### config.mk
export PLATFORM = sky130hd
export DESIGN_NAME = lcd_sync_gen_flat
export DESIGN_NICKNAME = d
export VERILOG_FILES = /design/src/rtl/lcd_pkg.sv /design/src/rtl/lcd_sync_gen_if.sv /design/src/rtl/lcd_timing_counter.sv /design/src/rtl/lcd_sync_gen.sv /design/src/flat_wrapper.sv
export SDC_FILE = /design/constraint.sdc
export NUM_CORES = 1
export LEC_CHECK = 0
export CORE_UTILIZATION = 42
export CTS_CLUSTER_SIZE = 14
export DETAILED_ROUTE_END_ITERATION = 16
export GPL_TIMING_DRIVEN = 1
export REMOVE_ABC_BUFFERS = 1
export SYNTH_ARGS = -nofsm -noshare
export SYNTH_HDL_FRONTEND = slang
export SYNTH_SLANG_ARGS = --single-unit
### constraint.sdc
create_clock -name clk_lcd -period 2 [get_ports clk_lcd]
set_input_delay 0.5 -clock clk_lcd [delete_from_list [all_inputs] [get_ports clk_lcd]]
set_output_delay 0.5 -clock clk_lcd [all_outputs]
set_load 0.005 [all_outputs]
### src/rtl/lcd_pkg.sv
// Shared definitions for the LCD sync generator: FSM state encoding, default
// panel timing and coordinate widths derived from that timing.
package lcd_pkg;

    typedef enum logic [1:0] {
        ST_IDLE  = 2'd0,
        ST_RUN   = 2'd1,
        ST_DRAIN = 2'd2,
        ST_DONE  = 2'd3
    } lcd_state_e;

    localparam int H_ACTIVE_DEF = 800;
    localparam int H_FP_DEF     = 40;
    localparam int H_SYNC_DEF   = 48;
    localparam int H_BP_DEF     = 40;
    localparam int V_ACTIVE_DEF = 480;
    localparam int V_FP_DEF     = 13;
    localparam int V_SYNC_DEF   = 3;
    localparam int V_BP_DEF     = 29;

    localparam int X_W = $clog2(H_ACTIVE_DEF);
    localparam int Y_W = $clog2(V_ACTIVE_DEF);

    // Counter width able to hold 0..total-1, never narrower than one bit.
    function automatic int cnt_width(input int total);
        return (total > 1) ? $clog2(total) : 1;
    endfunction

endpackage

### src/rtl/lcd_sync_gen_if.sv
// Bundle between the LCD sync generator (master) and its consumer (slave).
// frame_cnt exists only when LCD_SYNC_FRAME_CNT_EN is defined.
interface lcd_sync_gen_if;
    import lcd_pkg::*;

    logic             en_sync;
    logic             en;
    logic             hsync;
    logic             vsync;
    logic             de;
    logic [X_W-1:0]   x;
    logic [Y_W-1:0]   y;
    logic             frame_start;
    logic             off_lcd;
`ifdef LCD_SYNC_FRAME_CNT_EN
    logic [15:0]      frame_cnt;

    modport master (
        input  en_sync, en,
        output hsync, vsync, de, x, y, frame_start, off_lcd, frame_cnt
    );
    modport slave (
        output en_sync, en,
        input  hsync, vsync, de, x, y, frame_start, off_lcd, frame_cnt
    );
`else
    modport master (
        input  en_sync, en,
        output hsync, vsync, de, x, y, frame_start, off_lcd
    );
    modport slave (
        output en_sync, en,
        input  hsync, vsync, de, x, y, frame_start, off_lcd
    );
`endif

endinterface

### src/rtl/lcd_timing_counter.sv
// Modulo-TOTAL position counter with synchronous clear; used for both the
// pixel (h) and line (v) axes of the LCD timing.
module lcd_timing_counter
    import lcd_pkg::*;
#(
    parameter int TOTAL = 1028,
    parameter int W     = cnt_width(TOTAL)
) (
    input  logic         clk_lcd,
    input  logic         rst_n,
    input  logic         clr,
    input  logic         en,
    output logic [W-1:0] cnt,
    output logic         terminal,
    output logic         wrap
);

    localparam logic [W-1:0] LAST = W'(TOTAL - 1);

    logic [W-1:0] cnt_reg;

    assign cnt      = cnt_reg;
    assign terminal = (cnt_reg == LAST);
    assign wrap     = en && terminal;

    always_ff @(posedge clk_lcd or negedge rst_n) begin
        if (!rst_n) begin
            cnt_reg <= '0;
        end else if (clr) begin
            cnt_reg <= '0;
        end else if (en) begin
            cnt_reg <= terminal ? '0 : cnt_reg + 1'b1;
        end
    end

endmodule

### src/rtl/lcd_sync_gen.sv
// LCD timing generator: hsync/vsync/de plus pixel coordinates, with a drain
// phase that finishes the frame before reporting off_lcd. Optional frame
// counter output under LCD_SYNC_FRAME_CNT_EN.
module lcd_sync_gen
    import lcd_pkg::*;
#(
    parameter int H_ACTIVE = H_ACTIVE_DEF,
    parameter int H_FP     = H_FP_DEF,
    parameter int H_SYNC   = H_SYNC_DEF,
    parameter int H_BP     = H_BP_DEF,
    parameter int V_ACTIVE = V_ACTIVE_DEF,
    parameter int V_FP     = V_FP_DEF,
    parameter int V_SYNC   = V_SYNC_DEF,
    parameter int V_BP     = V_BP_DEF
) (
    input  logic          clk_lcd,
    input  logic          rst_n,
    lcd_sync_gen_if.master bus
);

    localparam int H_TOTAL = H_ACTIVE + H_FP + H_SYNC + H_BP;
    localparam int V_TOTAL = V_ACTIVE + V_FP + V_SYNC + V_BP;
    localparam int HW      = cnt_width(H_TOTAL);
    localparam int VW      = cnt_width(V_TOTAL);

    localparam logic [HW-1:0] H_ACT_C = HW'(H_ACTIVE);
    localparam logic [HW-1:0] HS_BEG_C = HW'(H_ACTIVE + H_FP);
    localparam logic [HW-1:0] HS_END_C = HW'(H_ACTIVE + H_FP + H_SYNC);
    localparam logic [VW-1:0] V_ACT_C = VW'(V_ACTIVE);
    localparam logic [VW-1:0] VS_BEG_C = VW'(V_ACTIVE + V_FP);
    localparam logic [VW-1:0] VS_END_C = VW'(V_ACTIVE + V_FP + V_SYNC);

    lcd_state_e     state_reg, state_next;
    logic [HW-1:0]  h_cnt;
    logic [VW-1:0]  v_cnt;
    logic           h_term, h_wrap, v_term, unused_v_wrap;
    logic           cnt_run, sync_act;

    // Counters only advance while timing is live; otherwise they sit at 0, so
    // dropping en_sync or reset never leaves a partial line behind.
    assign cnt_run  = bus.en_sync && (state_reg == ST_RUN || state_reg == ST_DRAIN);
    assign sync_act = (state_reg == ST_RUN) || (state_reg == ST_DRAIN);

    lcd_timing_counter #(.TOTAL(H_TOTAL), .W(HW)) u_h_cnt (
        .clk_lcd  (clk_lcd),
        .rst_n    (rst_n),
        .clr      (!cnt_run),
        .en       (cnt_run),
        .cnt      (h_cnt),
        .terminal (h_term),
        .wrap     (h_wrap)
    );

    lcd_timing_counter #(.TOTAL(V_TOTAL), .W(VW)) u_v_cnt (
        .clk_lcd  (clk_lcd),
        .rst_n    (rst_n),
        .clr      (!cnt_run),
        .en       (h_wrap),
        .cnt      (v_cnt),
        .terminal (v_term),
        .wrap     (unused_v_wrap)
    );

    always_comb begin
        state_next = state_reg;
        if (!bus.en_sync) begin
            state_next = ST_IDLE;
        end else begin
            case (state_reg)
                ST_IDLE:  state_next = ST_RUN;
                ST_RUN:   if (!bus.en) state_next = ST_DRAIN;
                ST_DRAIN: begin
                    if (bus.en)                state_next = ST_RUN;
                    else if (h_term && v_term) state_next = ST_DONE;
                end
                ST_DONE:  state_next = ST_DONE;
                default:  state_next = ST_IDLE;
            endcase
        end
    end

    logic           de_next, hsync_next, vsync_next, fs_next, off_next;
    logic [X_W-1:0] x_next;
    logic [Y_W-1:0] y_next;
    logic           hsync_reg, vsync_reg, de_reg, fs_reg, off_reg;
    logic [X_W-1:0] x_reg;
    logic [Y_W-1:0] y_reg;

    always_comb begin
        de_next    = (state_reg == ST_RUN) && (h_cnt < H_ACT_C) && (v_cnt < V_ACT_C);
        hsync_next = !(sync_act && h_cnt >= HS_BEG_C && h_cnt < HS_END_C);
        vsync_next = !(sync_act && v_cnt >= VS_BEG_C && v_cnt < VS_END_C);
        fs_next    = de_next && (h_cnt == '0) && (v_cnt == '0);
        off_next   = (state_reg == ST_DONE);
        x_next     = de_next ? X_W'(h_cnt) : x_reg;
        y_next     = de_next ? Y_W'(v_cnt) : y_reg;
    end

    always_ff @(posedge clk_lcd or negedge rst_n) begin
        if (!rst_n) begin
            state_reg <= ST_IDLE;
            hsync_reg <= 1'b1;
            vsync_reg <= 1'b1;
            de_reg    <= 1'b0;
            x_reg     <= '0;
            y_reg     <= '0;
            fs_reg    <= 1'b0;
            off_reg   <= 1'b0;
        end else begin
            state_reg <= state_next;
            hsync_reg <= hsync_next;
            vsync_reg <= vsync_next;
            de_reg    <= de_next;
            x_reg     <= x_next;
            y_reg     <= y_next;
            fs_reg    <= fs_next;
            off_reg   <= off_next;
        end
    end

    assign bus.hsync       = hsync_reg;
    assign bus.vsync       = vsync_reg;
    assign bus.de          = de_reg;
    assign bus.x           = x_reg;
    assign bus.y           = y_reg;
    assign bus.frame_start = fs_reg;
    assign bus.off_lcd     = off_reg;

`ifdef LCD_SYNC_FRAME_CNT_EN
    // Counts in step with the frame_start pin, so it reads N during frame N.
    logic [15:0] frame_cnt_reg;

    always_ff @(posedge clk_lcd or negedge rst_n) begin
        if (!rst_n) begin
            frame_cnt_reg <= '0;
        end else if (state_reg == ST_IDLE) begin
            frame_cnt_reg <= '0;
        end else if (fs_next) begin
            frame_cnt_reg <= frame_cnt_reg + 16'd1;
        end
    end

    assign bus.frame_cnt = frame_cnt_reg;
`endif

endmodule

### src/flat_wrapper.sv
// flat-port wrapper written by rule: the top's interface ports become plain ports
module lcd_sync_gen_flat import lcd_pkg::*;
#(
    parameter int H_ACTIVE = H_ACTIVE_DEF,
    parameter int H_FP     = H_FP_DEF,
    parameter int H_SYNC   = H_SYNC_DEF,
    parameter int H_BP     = H_BP_DEF,
    parameter int V_ACTIVE = V_ACTIVE_DEF,
    parameter int V_FP     = V_FP_DEF,
    parameter int V_SYNC   = V_SYNC_DEF,
    parameter int V_BP     = V_BP_DEF
)
  (clk_lcd, rst_n, bus_en_sync, bus_en, bus_hsync, bus_vsync, bus_de, bus_x, bus_y, bus_frame_start, bus_off_lcd);
  lcd_sync_gen_if bus_i ();
  input  logic clk_lcd;
  input  logic rst_n;
  input wire logic [$bits(bus_i.en_sync)-1:0] bus_en_sync;
  input wire logic [$bits(bus_i.en)-1:0] bus_en;
  output wire logic [$bits(bus_i.hsync)-1:0] bus_hsync;
  output wire logic [$bits(bus_i.vsync)-1:0] bus_vsync;
  output wire logic [$bits(bus_i.de)-1:0] bus_de;
  output wire logic [$bits(bus_i.x)-1:0] bus_x;
  output wire logic [$bits(bus_i.y)-1:0] bus_y;
  output wire logic [$bits(bus_i.frame_start)-1:0] bus_frame_start;
  output wire logic [$bits(bus_i.off_lcd)-1:0] bus_off_lcd;
  assign bus_i.en_sync = bus_en_sync;
  assign bus_i.en = bus_en;
  assign bus_hsync = bus_i.hsync;
  assign bus_vsync = bus_i.vsync;
  assign bus_de = bus_i.de;
  assign bus_x = bus_i.x;
  assign bus_y = bus_i.y;
  assign bus_frame_start = bus_i.frame_start;
  assign bus_off_lcd = bus_i.off_lcd;
  lcd_sync_gen #(.H_ACTIVE(H_ACTIVE), .H_FP(H_FP), .H_SYNC(H_SYNC), .H_BP(H_BP), .V_ACTIVE(V_ACTIVE), .V_FP(V_FP), .V_SYNC(V_SYNC), .V_BP(V_BP)) u_core (.clk_lcd(clk_lcd), .rst_n(rst_n), .bus(bus_i));
endmodule
==> qor.csv <==
stage;metric;value;unit
clock_tree;Max clock buf depth;2;
critical_path;type of origin of the critical path;flip-flop;
routing;Antenna Nets Post-Route;0;
critical_path;critical path data arrival time;2.07;ns
clock_tree;htree depth;2;
yosys;Yosys reg bits;46;
critical_path;critical path's slowest cell;or3_1;
place;post-DP HPWL;3.31;mm
clock_tree;Worst-path clk slew;0.08;ns
place;Final GP Congestion;0.832;
place;I/O Buffers;27;
clock_tree;Num CTS Buffers;5;
global_route;number of global-route vias before repair;1595;
critical_path;delay of the slowest cell on the worst path;0.44;ns
timing;RSZ-0062 raised after global routing;false;
timing;Period Utilization, post-route;0.923;
finish;design area;0.00289;mm^2
clock_tree;CTS Sinks;46;
yosys;Area contributors post-synth;dfrtp_1 49%, mux2_4 5.3%, ha_1 5.0%, mux2_2 4.5%, nor2_1 3.0%;
die;full die area;0.00565;mm^2
global_route;initial antenna violation count;0;
global_route;global route total overflow;0;
global_route;GRT Total Usage;0.185;
clock_tree;Root Buffer;clkbuf_8;
finish;Non-Filler Instances;323;
finish;# nets final;265;
yosys;Top FF cell, synth;dfrtp_1;
place;pre-CTS setup slack;0.0203;ns
power;Static Leak;0.00135;uW
routing;final wirelength;4.57;mm
yosys;top cells by instance count after synthesis;44 x dfrtp_1, 18 x nor2_1, 13 x o21ai_0;
global_route;largest net degree at the start of global routing;25;
critical_path;Req. time, crit path;2.23;ns
routing;via count;1688;
critical_path;worst path cell trace;ha_1, nand3_1, or3_1, o21ai_0, a21oi_1, a21oi_1;
timing;final hold violations;0;
critical_path;Crit. End Element;flip-flop;
routing;vias per cell;5.23;
routing;Detailed Route Iter0 Violations;59;
clock_tree;CTS Hold Bufs;0;
die;# IOs;28;
die;die height;75.2;um
die;die width;75.2;um
timing;hold_ws;0.168;ns
routing;drt drc;0;
yosys;post-synthesis cell count;201;
timing;Setup TNS;0;ns
run;Max-Cap Viols;0;
yosys;post-synthesis sequential area ratio;0.513;
die;row count;26;
yosys;area leader, netlist;dfrtp_1;
timing;Final min period;1.85;ns
yosys;Post-synth EDFFs;0;
timing;final setup fails;0;
clock_tree;Clk Latency, worst-skew pair;0.30;ns
timing;clk_skew;0.00754;ns
die;area of the core;0.00514;mm^2
yosys;Netlist cell types;45;
place;Placed Cells;315;
finish;# diodes;0;
yosys;Mean Syn Cell Area;11.2;um^2
yosys;Synth Cell Area;0.00225;mm^2
timing;Rel. slew slack;0.651;
die;Initial Util;0.438;
yosys;top-count cell post-synth;dfrtp_1;
clock_tree;CTS tree;yes;
critical_path;crit path max fanout;5;
yosys;share of the synthesized area in the top cell type;0.489;
timing;Peak Freq;542;MHz
finish;P&R area growth vs syn;28.5;%
yosys;ys async rst share;1.00;
timing;Slew Viols, Final;0;
critical_path;most frequent CP cell;a21oi_1;
routing;drt first pass iters;5;
finish;share of cells above drive strength 1;0.237;
worst_hold_path;Hold/Removal Path Class;in2async;
routing;DR WL/cell;14.2;um
timing;post-route worst setup slack;0.155;ns
yosys;yosys warns;0;
status;status;finished clean;
global_route;first-pass GRT wire length;7.78;mm
place;cell area after placement;0.00274;mm^2
power;pwr dens;935;mW/mm^2
timing;worst slew pin tran;0.523;ns
critical_path;type of the worst setup path;reg2reg;
power;Peak VDD IR;528;uV
## stage by stage
stage	power, uW	utilization
floorplan	1540	-
global placement	1880	0.533
detailed placement	1890	0.533
CTS	2730	0.561
global route	2870	0.562
finish	2700	0.562
## worst max-delay path, delay by kind of cell, from the launching register on
family / cells / cell delay [ns]
simple gates: 2 / 0.64
compound gates: 3 / 0.51
flops: 1 / 0.43
fa+ha+maj: 1 / 0.20
## routing by layer
metal  track usage  wire length (um)  part of all wire
met1         0.276              2280              0.50
met2         0.268              1990              0.43
met3        0.0455               258             0.056
met4        0.0494                51             0.011
met5             0                 0                 0
## timing repair
action	4_1_cts	5_1_grt
setup buffers	0	0
gates resized for setup	0	2
setup endpoints to repair	0	2
## final cells by class
cell class,instances,area [um^2]
fillers,474,2250
flip-flops and latches,46,1150
multi-input cells,139,1020
repair buffers,50,450
well taps,70,87.6
clock buffers,6,82.6
clock inverters,2,60.1
inverters,10,37.5
## path summary, 6_finish.rpt
path                                             from                     to  slack, ns  depth (start not counted)
worst max-delay path            u_core.u_h_cnt.cnt[0]    u_core.state_reg[0]       0.15                          6
worst min-delay path                            rst_n        u_core.bus.x[3]       0.17                          1
max in group asynchronous                       rst_n  u_core.u_v_cnt.cnt[8]       1.32                          2
min in group clk_lcd                  u_core.bus.y[5]        u_core.bus.y[5]       0.51                          1
worst max register to register  u_core.u_h_cnt.cnt[0]    u_core.state_reg[0]       0.15                          6
worst min register to register        u_core.bus.y[5]        u_core.bus.y[5]       0.51                          1
## placed cells by master (no fill, tap or decap), types with 2 or more instances in the layout
cell	synthesis	final
mux2_2	9	9
nor3_1	8	8
and3_1	5	5
xnor2_1	2	2
o22a_1	2	2
dfrtp_1	44	44
dfstp_2	2	2
ha_1	9	9
nand2_1	8	8
clkbuf_8	0	6
and2_1	2	2
inv_1	10	10
bufinv_16	0	2
buf_4	1	22
nand4_1	9	9
a21o_1	2	2
mux2_4	8	8
or3_1	3	3
clkdlybuf4s50_1	0	26
a21oi_1	4	4
xor2_1	6	6
o21ai_0	13	13
nor4_1	3	3
nor2b_1	3	2
nor2_1	18	18
nand3_1	7	7
## cell families after synthesis
family,share of synthesized area
xor gates and xnor gates,0.0311
DFF,0.513
muxes,0.0984
AOI/OAI and AO/OA,0.0818
adders and majority gates,0.0501
buffers and inverters,0.0384
and+or+nand+nor,0.187
## power breakdown
group          total [uW]  internal, uW  switching [uW]
combinational         777           377             400
sequential           1090          1020            73.3
clock                 834           533             301
total                2700          1930             775
No activity file was read; power rests on OpenSTA's default activity.
